**config.mk**
```make
export PLATFORM = sky130hd
export DESIGN_NAME = serial_feeder_4_flat
export DESIGN_NICKNAME = d
export VERILOG_FILES = /design/src/rtl/serial_feeder_4_if.sv /design/src/rtl/serial_feeder_4.sv /design/src/flat_wrapper.sv
export SDC_FILE = /design/constraint.sdc
export NUM_CORES = 1
export LEC_CHECK = 0
export CAP_MARGIN = 10
export CORE_MARGIN = 5
export CORE_UTILIZATION = 48
export DETAILED_ROUTE_END_ITERATION = 6
export GPL_ROUTABILITY_DRIVEN = 0
export PLACE_DENSITY = 0.79
export SETUP_SLACK_MARGIN = 0.02
export SLEW_MARGIN = 25
export SYNTH_ARGS = -nofsm -noshare
export SYNTH_HDL_FRONTEND = slang
export SYNTH_SLANG_ARGS = --single-unit
```
**constraint.sdc**
```tcl
create_clock -name clk -period 1.5 [get_ports clk]
set_input_delay 0.225 -clock clk [delete_from_list [all_inputs] [get_ports clk]]
set_output_delay 0.225 -clock clk [all_outputs]
set_load 0.01 [all_outputs]
```
**src/rtl/serial_feeder_4_if.sv**
```systemverilog
// Upstream word handshake plus the serial/parallel lines feeding a downstream shift register.
interface serial_feeder_4_if #(
    parameter int WIDTH = 4
);
    logic             in_valid;
    logic [WIDTH-1:0] in_data;
    logic             in_ready;
    logic             Din_serie;
    logic             sel;
    logic [WIDTH-1:0] Din;
    logic             done;
    logic             parity;

    modport master (
        output in_valid, in_data,
        input  in_ready, Din_serie, sel, Din, done, parity
    );

    modport slave (
        input  in_valid, in_data,
        output in_ready, Din_serie, sel, Din, done, parity
    );
endinterface

```
**src/rtl/serial_feeder_4.sv**
```systemverilog
// Serialises parallel words LSB first into a downstream shift register and
// publishes the last completed word and its parity for parallel reload.
//
//   state    | meaning
//   ---------+-------------------------------------------------------------
//   ST_IDLE  | waiting for a word; downstream held in parallel-load mode
//   ST_SHIFT | one bit per cycle on Din_serie, sel=1, WIDTH cycles long
//   ST_DONE  | one-cycle done pulse; a new word may be accepted here
module serial_feeder_4 #(
    parameter int WIDTH   = 4,
    parameter bit PAR_ODD = 1'b0
) (
    input logic          clk,
    input logic          reset,
    serial_feeder_4_if.slave bus
);
    localparam int CW = ($clog2(WIDTH) < 1) ? 1 : $clog2(WIDTH);
    localparam logic [CW-1:0] LAST_CNT = CW'(WIDTH - 1);

    typedef enum logic [1:0] {
        ST_IDLE  = 2'd0,
        ST_SHIFT = 2'd1,
        ST_DONE  = 2'd2
    } state_t;

    state_t           state_q;
    state_t           state_d;
    logic [WIDTH-1:0] sh_q;
    logic [WIDTH-1:0] word_q;
    logic [WIDTH-1:0] din_q;
    logic [CW-1:0]    cnt_q;
    logic             ready_q;
    logic             parity_q;

    logic             accept;
    logic             last_bit;
    logic             sel_c;
    logic             serie_c;
    logic             done_c;

    assign accept   = bus.in_valid & ready_q;
    assign last_bit = (cnt_q == LAST_CNT);

    always_comb begin
        state_d = state_q;
        sel_c   = 1'b0;
        serie_c = 1'b0;
        done_c  = 1'b0;
        case (state_q)
            ST_IDLE: begin
                if (accept) state_d = ST_SHIFT;
            end
            ST_SHIFT: begin
                sel_c   = 1'b1;
                serie_c = sh_q[0];
                if (last_bit) state_d = ST_DONE;
            end
            ST_DONE: begin
                done_c  = 1'b1;
                state_d = accept ? ST_SHIFT : ST_IDLE;
            end
            default: state_d = ST_IDLE;
        endcase
    end

    // in_ready follows the next state so it is already low for the first shift cycle
    always_ff @(posedge clk or negedge reset) begin
        if (!reset) begin
            state_q <= ST_IDLE;
            ready_q <= 1'b0;
        end else begin
            state_q <= state_d;
            ready_q <= (state_d != ST_SHIFT);
        end
    end

    always_ff @(posedge clk or negedge reset) begin
        if (!reset) begin
            sh_q     <= '0;
            word_q   <= '0;
            cnt_q    <= '0;
            din_q    <= '0;
            parity_q <= 1'b0;
        end else begin
            if (accept) begin
                sh_q   <= bus.in_data;
                word_q <= bus.in_data;
                cnt_q  <= '0;
            end else if (state_q == ST_SHIFT) begin
                sh_q <= sh_q >> 1;
                // hold at the terminal count so the counter never wraps
                if (!last_bit) cnt_q <= cnt_q + 1'b1;
            end
            if (state_q == ST_SHIFT && last_bit) begin
                din_q    <= word_q;
                parity_q <= (^word_q) ^ PAR_ODD;
            end
        end
    end

    assign bus.in_ready  = ready_q;
    assign bus.sel       = sel_c;
    assign bus.Din_serie = serie_c;
    assign bus.done      = done_c;
    assign bus.Din       = din_q;
    assign bus.parity    = parity_q;
endmodule

```
**src/flat_wrapper.sv**
```systemverilog
// flat-port wrapper written by rule: the top's interface ports become plain ports
module serial_feeder_4_flat 
#(
    parameter int WIDTH   = 4,
    parameter bit PAR_ODD = 1'b0
)
  (clk, reset, bus_in_valid, bus_in_data, bus_in_ready, bus_Din_serie, bus_sel, bus_Din, bus_done, bus_parity);
  serial_feeder_4_if #(.WIDTH(WIDTH)) bus_i ();
  input logic clk;
  input logic reset;
  input wire logic [$bits(bus_i.in_valid)-1:0] bus_in_valid;
  input wire logic [$bits(bus_i.in_data)-1:0] bus_in_data;
  output wire logic [$bits(bus_i.in_ready)-1:0] bus_in_ready;
  output wire logic [$bits(bus_i.Din_serie)-1:0] bus_Din_serie;
  output wire logic [$bits(bus_i.sel)-1:0] bus_sel;
  output wire logic [$bits(bus_i.Din)-1:0] bus_Din;
  output wire logic [$bits(bus_i.done)-1:0] bus_done;
  output wire logic [$bits(bus_i.parity)-1:0] bus_parity;
  assign bus_i.in_valid = bus_in_valid;
  assign bus_i.in_data = bus_in_data;
  assign bus_in_ready = bus_i.in_ready;
  assign bus_Din_serie = bus_i.Din_serie;
  assign bus_sel = bus_i.sel;
  assign bus_Din = bus_i.Din;
  assign bus_done = bus_i.done;
  assign bus_parity = bus_i.parity;
  serial_feeder_4 #(.WIDTH(WIDTH), .PAR_ODD(PAR_ODD)) u_core (.clk(clk), .reset(reset), .bus(bus_i));
endmodule
```
==> run summary <==
Delay-heaviest family, CP: buffers and inverters
Root buffer cell: clkbuf_4
Synth Instances: 66
Drt first pass iters: 4
Core ar.: 1506 µm²
Share of cells above drive strength 1: 15.12%
Drt via density: 5.088
Max stage delay on crit path: 540 ps
Fin Hold WS: 240.4 ps
Reg2Reg Depth: 3
DRC viols: 0
Final Setup Violations: 0
R2r endpoint: u_core.bus.Din[3]$_DFFE_PN0P_
Post-DP HPWL: 1011 µm
IO Pins: 16
Setup Total Neg Slack: 0 ps
Inserted Clock Buffers: 3
Leading area contributor after synthesis: dfrtp_1
Synth top area cells: dfrtp_1 (59%), nand2_1 (7.8%), mux2_1 (5.9%), xnor2_1 (4.6%), mux2i_1 (3.9%)
Antenna violations before repair: 0
Outcome: finished, final reports clean
Sequential fraction of the synthesis area: 58.82%
Psw: 672.7 µW
Ys flop type: dfrtp_1
Relative slew slack: 78.18%
Total Nets Final: 95
Area grow syn2layout: 26.47%
Clock transition at path regs: 100 ps
Die Area: 2494 µm²
# port buffers: 15
Pwr/cell area: 2047 nW/µm²
Non-Filler Instances: 102
Synth Net Count: 74
Dpl cells: 98
Congestion Overflow GR: 0
Die Wd: 49.94 µm
CTS tree: yes
EDFF count, synth: 0
CP Class: reg2out
Routed Antenna Nets: 0
Setup bufs post-CTS: 0
Crit path buf inv count: 1
Int Pwr: 1310 µW
#FFs+latches synth: 18
Worst Setup EP: bus_Din[2]
Maxcap violations: 0
Proportion of power drawn by the clock network: 15.0%
Net Sw Frac: 33.93%
Initial Util: 50.83%
CP Depth: 1
Crit path from: u_core.bus.Din[2]$_DFFE_PN0P_
Gate power share: 42.1%
Clock buffer depth: 2
CTS HTree Levels: 1
Fin. Hold Viols: 0
Register share of total power: 43.0%
Worst hold-check path type: in2async
Top-count cell post-synth: dfrtp_1
RSZ-0062 raised after global routing: false
Leakage: 0.0004961 µW
Critical Path AT: 1180 ps
YS warnings: 0
Synth cell count leaders: dfrtp_1 (18), nand2_1 (16), mux2_1 (4), xnor2_1 (4)
Mapped cell area: 765.7 µm²
Clock Sinks: 18
Post-synth top area share: 58.82%
Ys async rst share: 100.0%
Mapped Avg Cell Area: 11.60 µm²
Cells along the critical path: clkdlybuf4s50_1
Number of global-route vias before repair: 541
Via count: 519
CP max stage cell: clkdlybuf4s50_1
Worst-Margin Slew: 327.3 ps
R2R Path Start: u_core.cnt_q[0]$_DFFE_PN0P_
Skew final: 7.302 ps
All-Layer GR Usage: 13.02%
Final worst-path cycle share: 93.93%
Clk_lat worst skew: 300 ps
CP required: 1270 ps
Slew Limit Fails: 0
DRT iter0 DRCs: 7
Post-synth cell types: 20
Row cnt: 14
Final wirelength: 1350 µm
Fmax: 0.7098 GHz
Number of diodes: 0
Reg2Reg Setup Slack: 220 ps
CP Launch Type: flop
WL per Instance: 13.24 µm
CP Capture Type: output port
Max FO, Critical Path: 2
First-pass GRT wire length: 2442 µm
Die Span Y: 49.94 µm
Largest net degree at the start of global routing: 19
Tmin final: 1409 ps
Max VDD drop: 0.001036 V
[power groups by stage]
stage / Clock, µW / Combinational, µW / Sequential, µW
2_1_floorplan: 0 / 535 / 866
4_1_cts: 307 / 854 / 855
5_1_grt: 328 / 937 / 888
3_5_place_dp: 0 / 878 / 862
6_report: 296 / 835 / 852
3_3_place_gp: 0 / 853 / 847
[worst min-delay path by stage]
stage | slack [ps] | endpoint | cells past startpoint
2_1_floorplan | -70 | u_core.bus.Din[0]$_DFFE_PN0P_ | 0
3_3_place_gp | 470 | u_core.bus.parity$_DFFE_PN0P_ | 2
3_5_place_dp | 480 | u_core.bus.parity$_DFFE_PN0P_ | 2
4_1_cts | 250 | u_core.cnt_q[0]$_DFFE_PN0P_ | 2
5_1_grt | 290 | u_core.cnt_q[1]$_DFFE_PN0P_ | 2
6_report | 240 | u_core.cnt_q[1]$_DFFE_PN0P_ | 2
[layout make-up]
type | count | area [µm²]
fillers | 136 | 538.0
well taps | 16 | 20.02
multi-input cells | 43 | 287.8
clock buffers | 4 | 36.28
repair buffers | 18 | 161.4
inverters | 3 | 11.26
flip-flops and latches | 18 | 451.7
[per-stage QoR]
step | utilization [%] | cell area, µm² | worst slack, ps | total power, µW
floorplan | - | 765.7 | 305.9 | 1401
global placement | 62.54 | 942.2 | 69.45 | 1700
detailed placement | 62.54 | 942.2 | 38.80 | 1740
CTS | 64.62 | 973.4 | 34.99 | 2016
global route | 64.29 | 968.4 | 22.96 | 2153
finish | 64.29 | 968.4 | 91.09 | 1983
[metal layers]
layer	global-route usage, %	wire length (µm)	vias to the layer above
li1	-	-	255
met1	15.11	542	244
met2	20.76	678	15
met3	3.012	89	5
met4	9.170	40	0
met5	0	0	-
[sequential cells by signal, indices dropped and copies added, names as in the netlist]
register,flops
u_core.state_q,2
u_core.word_q,4
u_core.sh_q,4
u_core.cnt_q,2
u_core.bus.Din,4
u_core.bus.in_ready,1
u_core.bus.parity,1
[cell usage in the layout (no fill, tap or decap), types with 2 or more instances in the layout]
master           count
mux2i_1              3
o21ai_0              2
and2_1               2
o21ai_1              3
mux2_1               4
xnor2_1              4
dfrtp_1             17
clkbuf_4             3
clkdlybuf4s50_1     12
inv_1                3
nand2_1             16
buf_4                3
[kinds of logic (layout without fill, tap and decap cells)]
group / after synthesis / in the layout / share of synthesized area, %
AND/OR/NAND/NOR: 24 / 24 / 16.83
flip-flops: 18 / 18 / 58.82
AO/OA/AOI/OAI: 7 / 7 / 4.738
multiplexers: 7 / 7 / 9.804
buffers and inverters: 5 / 25 / 3.594
XOR/XNOR: 4 / 4 / 4.575
adder cells (fa/ha/maj): 1 / 1 / 1.634
[timing repair]
| item | CTS | global route |
|---|---|---|
| endpoints found under the setup margin | 3 | 1 |
| gates resized for setup | 8 | 1 |
| hold buffers | 0 | 0 |
Power figures use the tool's default switching activity.
